**src/rtl/walk_sequencer.sv**
```systemverilog
// Tile-stepping walk sequencer for a sprite character: turn-in-place, walk, and bump-into-wall poses,
// advanced one frame per Frame_Tick.
module walk_sequencer #(
  parameter int unsigned STEP_PIXELS = 16,
  parameter int unsigned TURN_FRAMES = 4,
  parameter logic [9:0]  START_X     = 10'd292,
  parameter logic [9:0]  START_Y     = 10'd350,
  parameter logic [9:0]  MAX_X       = 10'd623,
  parameter logic [9:0]  MAX_Y       = 10'd456
) (
  input  logic       Clk,
  input  logic       Reset,
  input  logic       Frame_Tick,
  input  logic       Key_Valid,
  input  logic [1:0] Key_Dir,
  input  logic       Blocked,
  output logic [1:0] Direction,
  output logic       Character_Moving,
  output logic [1:0] Anim_Frame,
  output logic [9:0] Pos_X,
  output logic [9:0] Pos_Y,
  output logic       Step_Done
);

  typedef enum logic [1:0] {StIdle, StTurn, StWalk, StBump} state_e;

  localparam logic [5:0] STEP_LAST = 6'(STEP_PIXELS - 1);
  localparam logic [5:0] HALF_STEP = 6'(STEP_PIXELS / 2);
  localparam logic [5:0] TURN_LAST = 6'(TURN_FRAMES - 1);
  localparam logic [9:0] STEP_W    = 10'(STEP_PIXELS);

  state_e     r_state, w_state_nxt;
  logic [5:0] r_cnt, w_cnt_nxt;
  logic       r_foot, w_foot_nxt;
  logic [1:0] r_dir, w_dir_nxt;
  logic [9:0] r_pos_x, w_pos_x_nxt;
  logic [9:0] r_pos_y, w_pos_y_nxt;
  logic       r_step_done, w_step_done_nxt;
  logic       w_edge;
  logic       w_chain;

  always_ff @(posedge Clk or negedge Reset) begin
    if (!Reset) begin
      r_state     <= StIdle;
      r_cnt       <= '0;
      r_foot      <= 1'b0;
      r_dir       <= 2'd2;
      r_pos_x     <= START_X;
      r_pos_y     <= START_Y;
      r_step_done <= 1'b0;
    end else begin
      r_state     <= w_state_nxt;
      r_cnt       <= w_cnt_nxt;
      r_foot      <= w_foot_nxt;
      r_dir       <= w_dir_nxt;
      r_pos_x     <= w_pos_x_nxt;
      r_pos_y     <= w_pos_y_nxt;
      r_step_done <= w_step_done_nxt;
    end
  end

  // Position after this tick's move; the edge check looks at where the character will stand,
  // so a chained step can never carry Pos past the playfield limits.
  always_comb begin
    w_pos_x_nxt = r_pos_x;
    w_pos_y_nxt = r_pos_y;
    if (Frame_Tick && (r_state == StWalk)) begin
      unique case (r_dir)
        2'd0: w_pos_y_nxt = r_pos_y - 10'd1;
        2'd1: w_pos_x_nxt = r_pos_x + 10'd1;
        2'd2: w_pos_y_nxt = r_pos_y + 10'd1;
        2'd3: w_pos_x_nxt = r_pos_x - 10'd1;
      endcase
    end
  end

  always_comb begin
    w_edge = 1'b0;
    unique case (Key_Dir)
      2'd0: w_edge = (w_pos_y_nxt < STEP_W);
      2'd1: w_edge = (w_pos_x_nxt > (MAX_X - STEP_W));
      2'd2: w_edge = (w_pos_y_nxt > (MAX_Y - STEP_W));
      2'd3: w_edge = (w_pos_x_nxt < STEP_W);
    endcase
  end

  assign w_chain = Key_Valid && (Key_Dir == r_dir) && !Blocked && !w_edge;

  always_comb begin
    w_state_nxt     = r_state;
    w_cnt_nxt       = r_cnt;
    w_foot_nxt      = r_foot;
    w_dir_nxt       = r_dir;
    w_step_done_nxt = 1'b0;
    if (Frame_Tick) begin
      unique case (r_state)
        StIdle: begin
          if (Key_Valid) begin
            w_cnt_nxt = '0;
            if (Key_Dir != r_dir) begin
              w_dir_nxt   = Key_Dir;
              w_state_nxt = StTurn;
            end else begin
              w_state_nxt = (w_edge || Blocked) ? StBump : StWalk;
            end
          end
        end
        StTurn: begin
          if (r_cnt == TURN_LAST) begin
            w_cnt_nxt   = '0;
            w_state_nxt = StIdle;
          end else begin
            w_cnt_nxt = r_cnt + 6'd1;
          end
        end
        StWalk: begin
          if (r_cnt == STEP_LAST) begin
            w_step_done_nxt = 1'b1;
            w_foot_nxt      = ~r_foot;
            w_cnt_nxt       = '0;
            w_state_nxt     = w_chain ? StWalk : StIdle;
          end else begin
            w_cnt_nxt = r_cnt + 6'd1;
          end
        end
        StBump: begin
          if (r_cnt == STEP_LAST) begin
            w_foot_nxt  = ~r_foot;
            w_cnt_nxt   = '0;
            w_state_nxt = StIdle;
          end else begin
            w_cnt_nxt = r_cnt + 6'd1;
          end
        end
      endcase
    end
  end

  always_comb begin
    Anim_Frame = 2'd0;
    unique case (r_state)
      StTurn:         Anim_Frame = r_foot ? 2'd2 : 2'd1;
      StWalk, StBump: Anim_Frame = (r_cnt < HALF_STEP) ? (r_foot ? 2'd2 : 2'd1) : 2'd0;
      default:        Anim_Frame = 2'd0;
    endcase
  end

  assign Character_Moving = (r_state == StWalk) || (r_state == StBump);
  assign Direction        = r_dir;
  assign Pos_X            = r_pos_x;
  assign Pos_Y            = r_pos_y;
  assign Step_Done        = r_step_done;

endmodule

```
**config.mk**
```make
export PLATFORM = sky130hd
export DESIGN_NAME = walk_sequencer
export DESIGN_NICKNAME = d
export VERILOG_FILES = /design/src/rtl/walk_sequencer.sv
export SDC_FILE = /design/constraint.sdc
export NUM_CORES = 1
export LEC_CHECK = 0
export BUFFER_PORTS_ARGS = -buffer_cell sky130_fd_sc_hd__buf_2
export CAP_MARGIN = 20
export CORE_AREA = 8 8 109 111
export CTS_CLUSTER_DIAMETER = 150
export CTS_CLUSTER_SIZE = 12
export DETAILED_ROUTE_END_ITERATION = 7
export DIE_AREA = 0 0 117 119
export GPL_ROUTABILITY_DRIVEN = 0
export GPL_TIMING_DRIVEN = 1
export PLACE_DENSITY = 0.46
export SYNTH_ARGS = -nofsm -noshare
export SYNTH_HDL_FRONTEND = slang
export SYNTH_SLANG_ARGS = --single-unit
export TNS_END_PERCENT = 5
```
**constraint.sdc**
```tcl
create_clock -name Clk -period 7.91 [get_ports Clk]
set_clock_uncertainty 0.05 [all_clocks]
set_input_delay 0.791 -clock Clk [delete_from_list [all_inputs] [get_ports Clk]]
set_output_delay 0.791 -clock Clk [all_outputs]
set_load 0.03 [all_outputs]
```
Yosys cells after proc, flatten, opt, wreduce, memory -nomap -nowiden
Index checks and enable logic that the tools add are counted.
Storage, ports and cells
  output and inout bits: 26
  logic and storage cells: 74
  bits of input ports: 7
  bits in registers: 32
Cells by class
  bitwise operators: 1
  muxes and demuxes: 23
  $add $sub $neg: 5
  reduce and logical (&&, ||, !) cells: 16
  order comparisons: 5
  equal/unequal tests: 17
Operators by type and width (number)
  one-hot mux 10 bit (2 select lines): 2
  adder 10 x 1 -> 10 bit, second input constant: 2
  < comparator 10 x 5 -> 1 bit, second input constant: 2
  2-to-1 mux 10 bit: 2
  subtractor 10 x 1 -> 10 bit, second input constant: 2
  2-to-1 mux 6 bit: 3
  one-hot mux 6 bit (3 select lines): 1
  2-to-1 mux 2 bit: 8
  equality test 2 bit, second input constant: 6
  greater-than comparator 10 bit, second input constant: 1
  greater-than comparator 10 x 9 -> 1 bit, second input constant: 1
  one-hot mux 2 bit (4 select lines): 1
  adder 6 x 1 -> 6 bit, second input constant: 1
  equality test 2 x 1 -> 1 bit, second input constant: 3
  equality test 6 x 2 -> 1 bit, second input constant: 1
  equality test 6 x 4 -> 1 bit, second input constant: 1
  zero test 2 bit: 3
  < comparator 6 x 4 -> 1 bit, second input constant: 1
  != test 2 bit, second input constant: 3
  AND reduction 5 bit: 1
  logical AND 1 bit: 4
  2-to-1 mux 1 bit: 4
  one-hot mux 1 bit (4 select lines): 1
  one-hot mux 2 bit (2 select lines): 1
  10 further kinds: 12

Longest topological paths before layout
  depth after elaboration: 10
  mapped depth: 14

Worst setup path before layout
OpenSTA, ideal clock, no wires.
  path type: register to register
  start: register r_dir[1] (netlist: Direction[1])
  end: register r_state[1]
  stages on the path, launching flop included: 15
  clock period less this slack: 3.390 ns
  setup time: 0.120 ns
  arrival: 3.220 ns
  data required time: 7.740 ns
  buffers on the path: 2
  slack: 4.520 ns
  path through: dfstp_2 buf_2 nand2_2 buf_2 xnor2_1 ha_1 or3_4 o31ai_1 a2bb2oi_1 xor2_1 clkinv_1 or3_1 o31ai_1 a311oi_2 a31o_1
Between the ends
  cells in the longest elaborated chain, start to end: 10
  elaborated cells on any way between the ends: 24
  classes of those cells: order compare (4); eq/ne (5); mux (10); reduce/logical (5)
RTL lines
  start, declared: line 35  | logic [1:0] r_dir, w_dir_nxt;
  start signal, assigned: line 55  | r_dir <= w_dir_nxt;
  equality test 2 bit or equality test 2 x 1 -> 1 bit (tied branches): line 68  | unique case (r_dir)
  one-hot mux 10 bit (2 select lines) (*): line 68
  2-to-1 mux 10 bit (*): line 67  | if (Frame_Tick && (r_state == StWalk)) begin
  via w_pos_x_nxt[6]: line 36  | logic [9:0] r_pos_x, w_pos_x_nxt;
  < comparator 10 x 5 -> 1 bit or greater-than comparator 10 bit (tied branches): line 83, 81
  one-hot mux 1 bit (4 select lines) (*): line 79  | unique case (Key_Dir)
  zero test 1 bit (*): line 87  | assign w_chain = Key_Valid && (Key_Dir == r_dir) && !Blocked && !w_edge;
  logical AND 1 bit (*): line 87
  2-to-1 mux 2 bit (*): line 121  | w_state_nxt = w_chain ? StWalk : StIdle;
  2-to-1 mux 2 bit (*): line 117  | if (r_cnt == STEP_LAST) begin
  one-hot mux 2 bit (4 select lines) (*): line 96  | unique case (r_state)
  end signal, assigned: line 44  | r_state <= StIdle;
  end signal, assigned: line 52  | r_state <= w_state_nxt;
  end, declared: line 32  | state_e r_state, w_state_nxt;
The timed path passes the listed nets; every way through them passes the cells marked *. The select of a mux whose other input is x is not followed.
A chain may end at the register's enable or synchronous reset.

Worst setup path in the final report
  start: register r_dir[1] (netlist: Direction[1])
  end: register r_state[1]
Between the ends
  cells in the longest elaborated chain, start to end: 10
  elaborated cells on any way between the ends: 24
  classes of those cells: order compare (4); eq/ne (5); mux (10); reduce/logical (5)
RTL lines
  equality test 2 bit or zero test 2 bit (tied branches): line 68
  one-hot mux 10 bit (2 select lines) (*): line 68
  2-to-1 mux 10 bit (*): line 67
  via w_pos_y_nxt[7]: line 37  | logic [9:0] r_pos_y, w_pos_y_nxt;
  greater-than comparator 10 x 9 -> 1 bit or < comparator 10 x 5 -> 1 bit (tied branches): line 82, 80
  one-hot mux 1 bit (4 select lines) (*): line 79
  zero test 1 bit (*): line 87
  logical AND 1 bit (*): line 87
  2-to-1 mux 2 bit (*): line 121
  2-to-1 mux 2 bit (*): line 117
  one-hot mux 2 bit (4 select lines) (*): line 96
Marked as above.

==> impl_metrics.ini <==
[timing]
fmax_ghz = 0.279
period_share_pct = 45.3
setup_viol = 0
finalMaxSlewViolations = 0
finalCriticalPeriod_ps = 3580
slew_headroom_pct = 34.5
finalHoldViolations = 0
tightestPinTransition_ps = 974
tns_ps = 0
setup_ws_ps = 4330
rsz0062_at_grt = false

[global_routing]
grt_max_degree = 33
antenna_found_initial = 0
grt_pass1_wl_um = 10900
grt_overflow_total = 0
grt_usage_pct = 9.74
grt_pass1_vias = 2139

[synth]
netlist_instances = 283
ys_ff_latch = 32
seq_area_frac_synth_pct = 32.6
synthArstFlopShare_pct = 100
ys_types = 68
synth_edf_count = 0
yosys_warnings = 0
synth_area_per_cell_um2 = 8.82
synth_nets = 304
synth_area_um2 = 2500
synth_ff_type = dfrtp_1

[cells_and_area]
insertedDiodeCount = 0
fill_cells = 1138
seqCellArea_um2 = 813
layout-drive-gt1-share_pct = 21.6
multiInputGateArea_um2 = 1530
syn_to_final_growth_pct = 13.0
final_cells = 442
final_nets = 326

[setup_path]
critPathKind = reg2reg
worst_ep_arrival_time_ps = 3750
cp_top_family = compound AO/OA/AOI/OAI gates
critical_path_buf_inv_count = 0
start_kind = flop
endpoint_kind = flop
max_stage_delay_ps = 640
crit_required_ps = 8080
crit_chain = nand2b_1 -> ha_1 -> a211oi_1 -> nor3b_1 -> o41a_1 -> o21a_1 -> o31ai_1 -> nor3_1 -> a31o_2 -> a311oi_2 -> a31o_1
crit_fanout = 10
crit_slowest_cell = dfstp_2

[routing]
antenna_left = 0
vias = 2167
first_pass_iters = 4
wl_um = 6490
first_iter_violations = 106
drc = 0
wire_per_inst_um = 14.7
viasPerCell = 4.90

[place]
post-dp-hpwl_um = 4890
dp_slack_ps = 4370
dp_cells = 434
io_buffers = 32

[cts]
clk-insertion-delay-late_ps = 290
cts_resized = 0
cts_tree = built
numCtsBuffers = 5
clockRootBuffer = clkbuf_8
htree_num_levels = 2
cts_buffer_depth = 2
hold_buffers = 0
post_cts_buffers = 0
clk_pin_slew_ps = 80
cts.sink_count = 32

[floorplan]
rows = 37
dieArea_um2 = 13900
dieWidth_um = 117
die_h_um = 119
start_util_pct = 24.7
ios = 33
core_area_um2 = 10100

[outcome]
status = complete, no violations

[min_path]
hp-class = reg2reg

[run]
cap_viol_max_count = 0
## kinds of logic after synthesis
logic type | share of synthesized area (%)
flops | 32.6
mux | 2.96
compound gates | 20.6
fa+ha+maj | 7.72
simple gates | 22.9
buf+inv | 6.22
xor+xnor | 7.02
## state kept, by name (all words and copies together), names as in the netlist
| signal | cells |
|---|---|
| Direction | 2 |
| Pos_Y | 10 |
| r_foot | 1 |
| Step_Done | 1 |
| r_cnt | 6 |
| Pos_X | 10 |
| r_state | 2 |
## routing by layer
metal  track usage [%]  routed length [um]  vias up
li1                  -                   -     1081
met1              12.3                3040     1041
met2              15.6                3070       39
met3              2.43                 276        6
met4              3.44                 107        0
met5                 0                   0        -
## per-stage QoR
stage               hold slack [ps]  area (um^2)  util (%)
floorplan                       410         2500         -
global placement                435         2710      26.8
detailed placement              449         2710      26.8
CTS                             463         2820      27.9
global route                    488         2820      27.9
finish                          461         2820      27.9
## placed cells by master, fill, tap and decap left out, drive strengths merged, types with 4 or more instances in the layout
cell type | Yosys | final
dfstp | 10 | 10
o21ai | 19 | 19
mux2i | 4 | 4
xor2 | 10 | 10
ha | 13 | 13
xnor2 | 10 | 10
nor3 | 11 | 11
a21oi | 10 | 10
nor2 | 23 | 23
o31ai | 7 | 7
buf | 12 | 32
clkbuf | 5 | 5
nand3 | 8 | 8
nand2 | 38 | 38
and2 | 4 | 4
or3 | 5 | 5
dfrtp | 22 | 22
inv | 9 | 9
## cell type report
cell class              instances  area share (%)
flip-flops and latches         32            28.8
well taps                     136            6.03
clock inverters                 3            1.51
repair buffers                 32            5.68
clock buffers                   5            2.44
inverters                      10            1.33
multi-input cells             224            54.2
## worst reg2reg max path, cell delays in order (launching register included)
cell and delay (ps):
dfstp_2 640, nand2b_1 300, ha_1 400, a211oi_1 310, nor3b_1 110, o41a_1 350
o21a_1 200, o31ai_1 330, nor3_1 90, a31o_2 270, a311oi_2 290, a31o_1 200
## final timing paths
| path | end | cells past startpoint | start | slack, ps |
|---|---|---|---|---|
| hold reg to reg | Pos_Y[2]$_DFF_PN1_ | 2 | Pos_Y[2]$_DFF_PN1_ | 460 |
| max in group asynchronous | Pos_Y[7]$_DFF_PN0_ | 1 | Reset | 6790 |
| setup reg to reg | r_state[1]$_DFFE_PN0P_ | 11 | Direction[1]$_DFFE_PN1P_ | 4330 |
| hold / removal | Pos_Y[2]$_DFF_PN1_ | 2 | Pos_Y[2]$_DFF_PN1_ | 460 |
| min in group asynchronous | Pos_X[7]$_DFF_PN0_ | 1 | Reset | 530 |
| setup / recovery | r_state[1]$_DFFE_PN0P_ | 11 | Direction[1]$_DFFE_PN1P_ | 4330 |
## synth_stat cells (2+ instances only)
cell type,n,share of area [%]
o311a_1,2,0.80
nor2_1,22,3.3
dfrtp_1,22,22
a211o_1,2,0.70
a31o_2,2,0.70
o2111ai_1,3,1.1
nand2_1,37,5.6
xnor2_1,10,3.5
a211oi_1,3,0.90
o21ai_0,18,3.6
or3_1,4,1.0
nand2b_1,2,0.50
and4b_1,2,0.80
inv_2,2,0.30
dfstp_2,10,11
mux2_2,3,1.4
o21a_1,2,0.60
o31ai_1,7,2.1
buf_2,5,1.0
a41oi_1,2,0.70
a21oi_1,10,2.0
nor3b_1,3,0.90
buf_4,4,1.2
and2_1,3,0.75
ha_1,13,6.5
buf_6,3,1.4
nand3_1,8,1.6
o41a_1,2,0.90
xor2_1,10,3.5
nand4bb_1,2,0.90
a31oi_1,2,0.50
inv_1,7,1.1
a22o_1,2,0.70
nor3_1,11,2.2
clkbuf_1,4,0.60
nor4_1,3,0.75
nor2b_1,2,0.50
mux2i_1,4,1.6
Power is left out: the tool's default activity adds up to more than one toggle a clock period on the data nets, which glitch-free logic cannot reach.
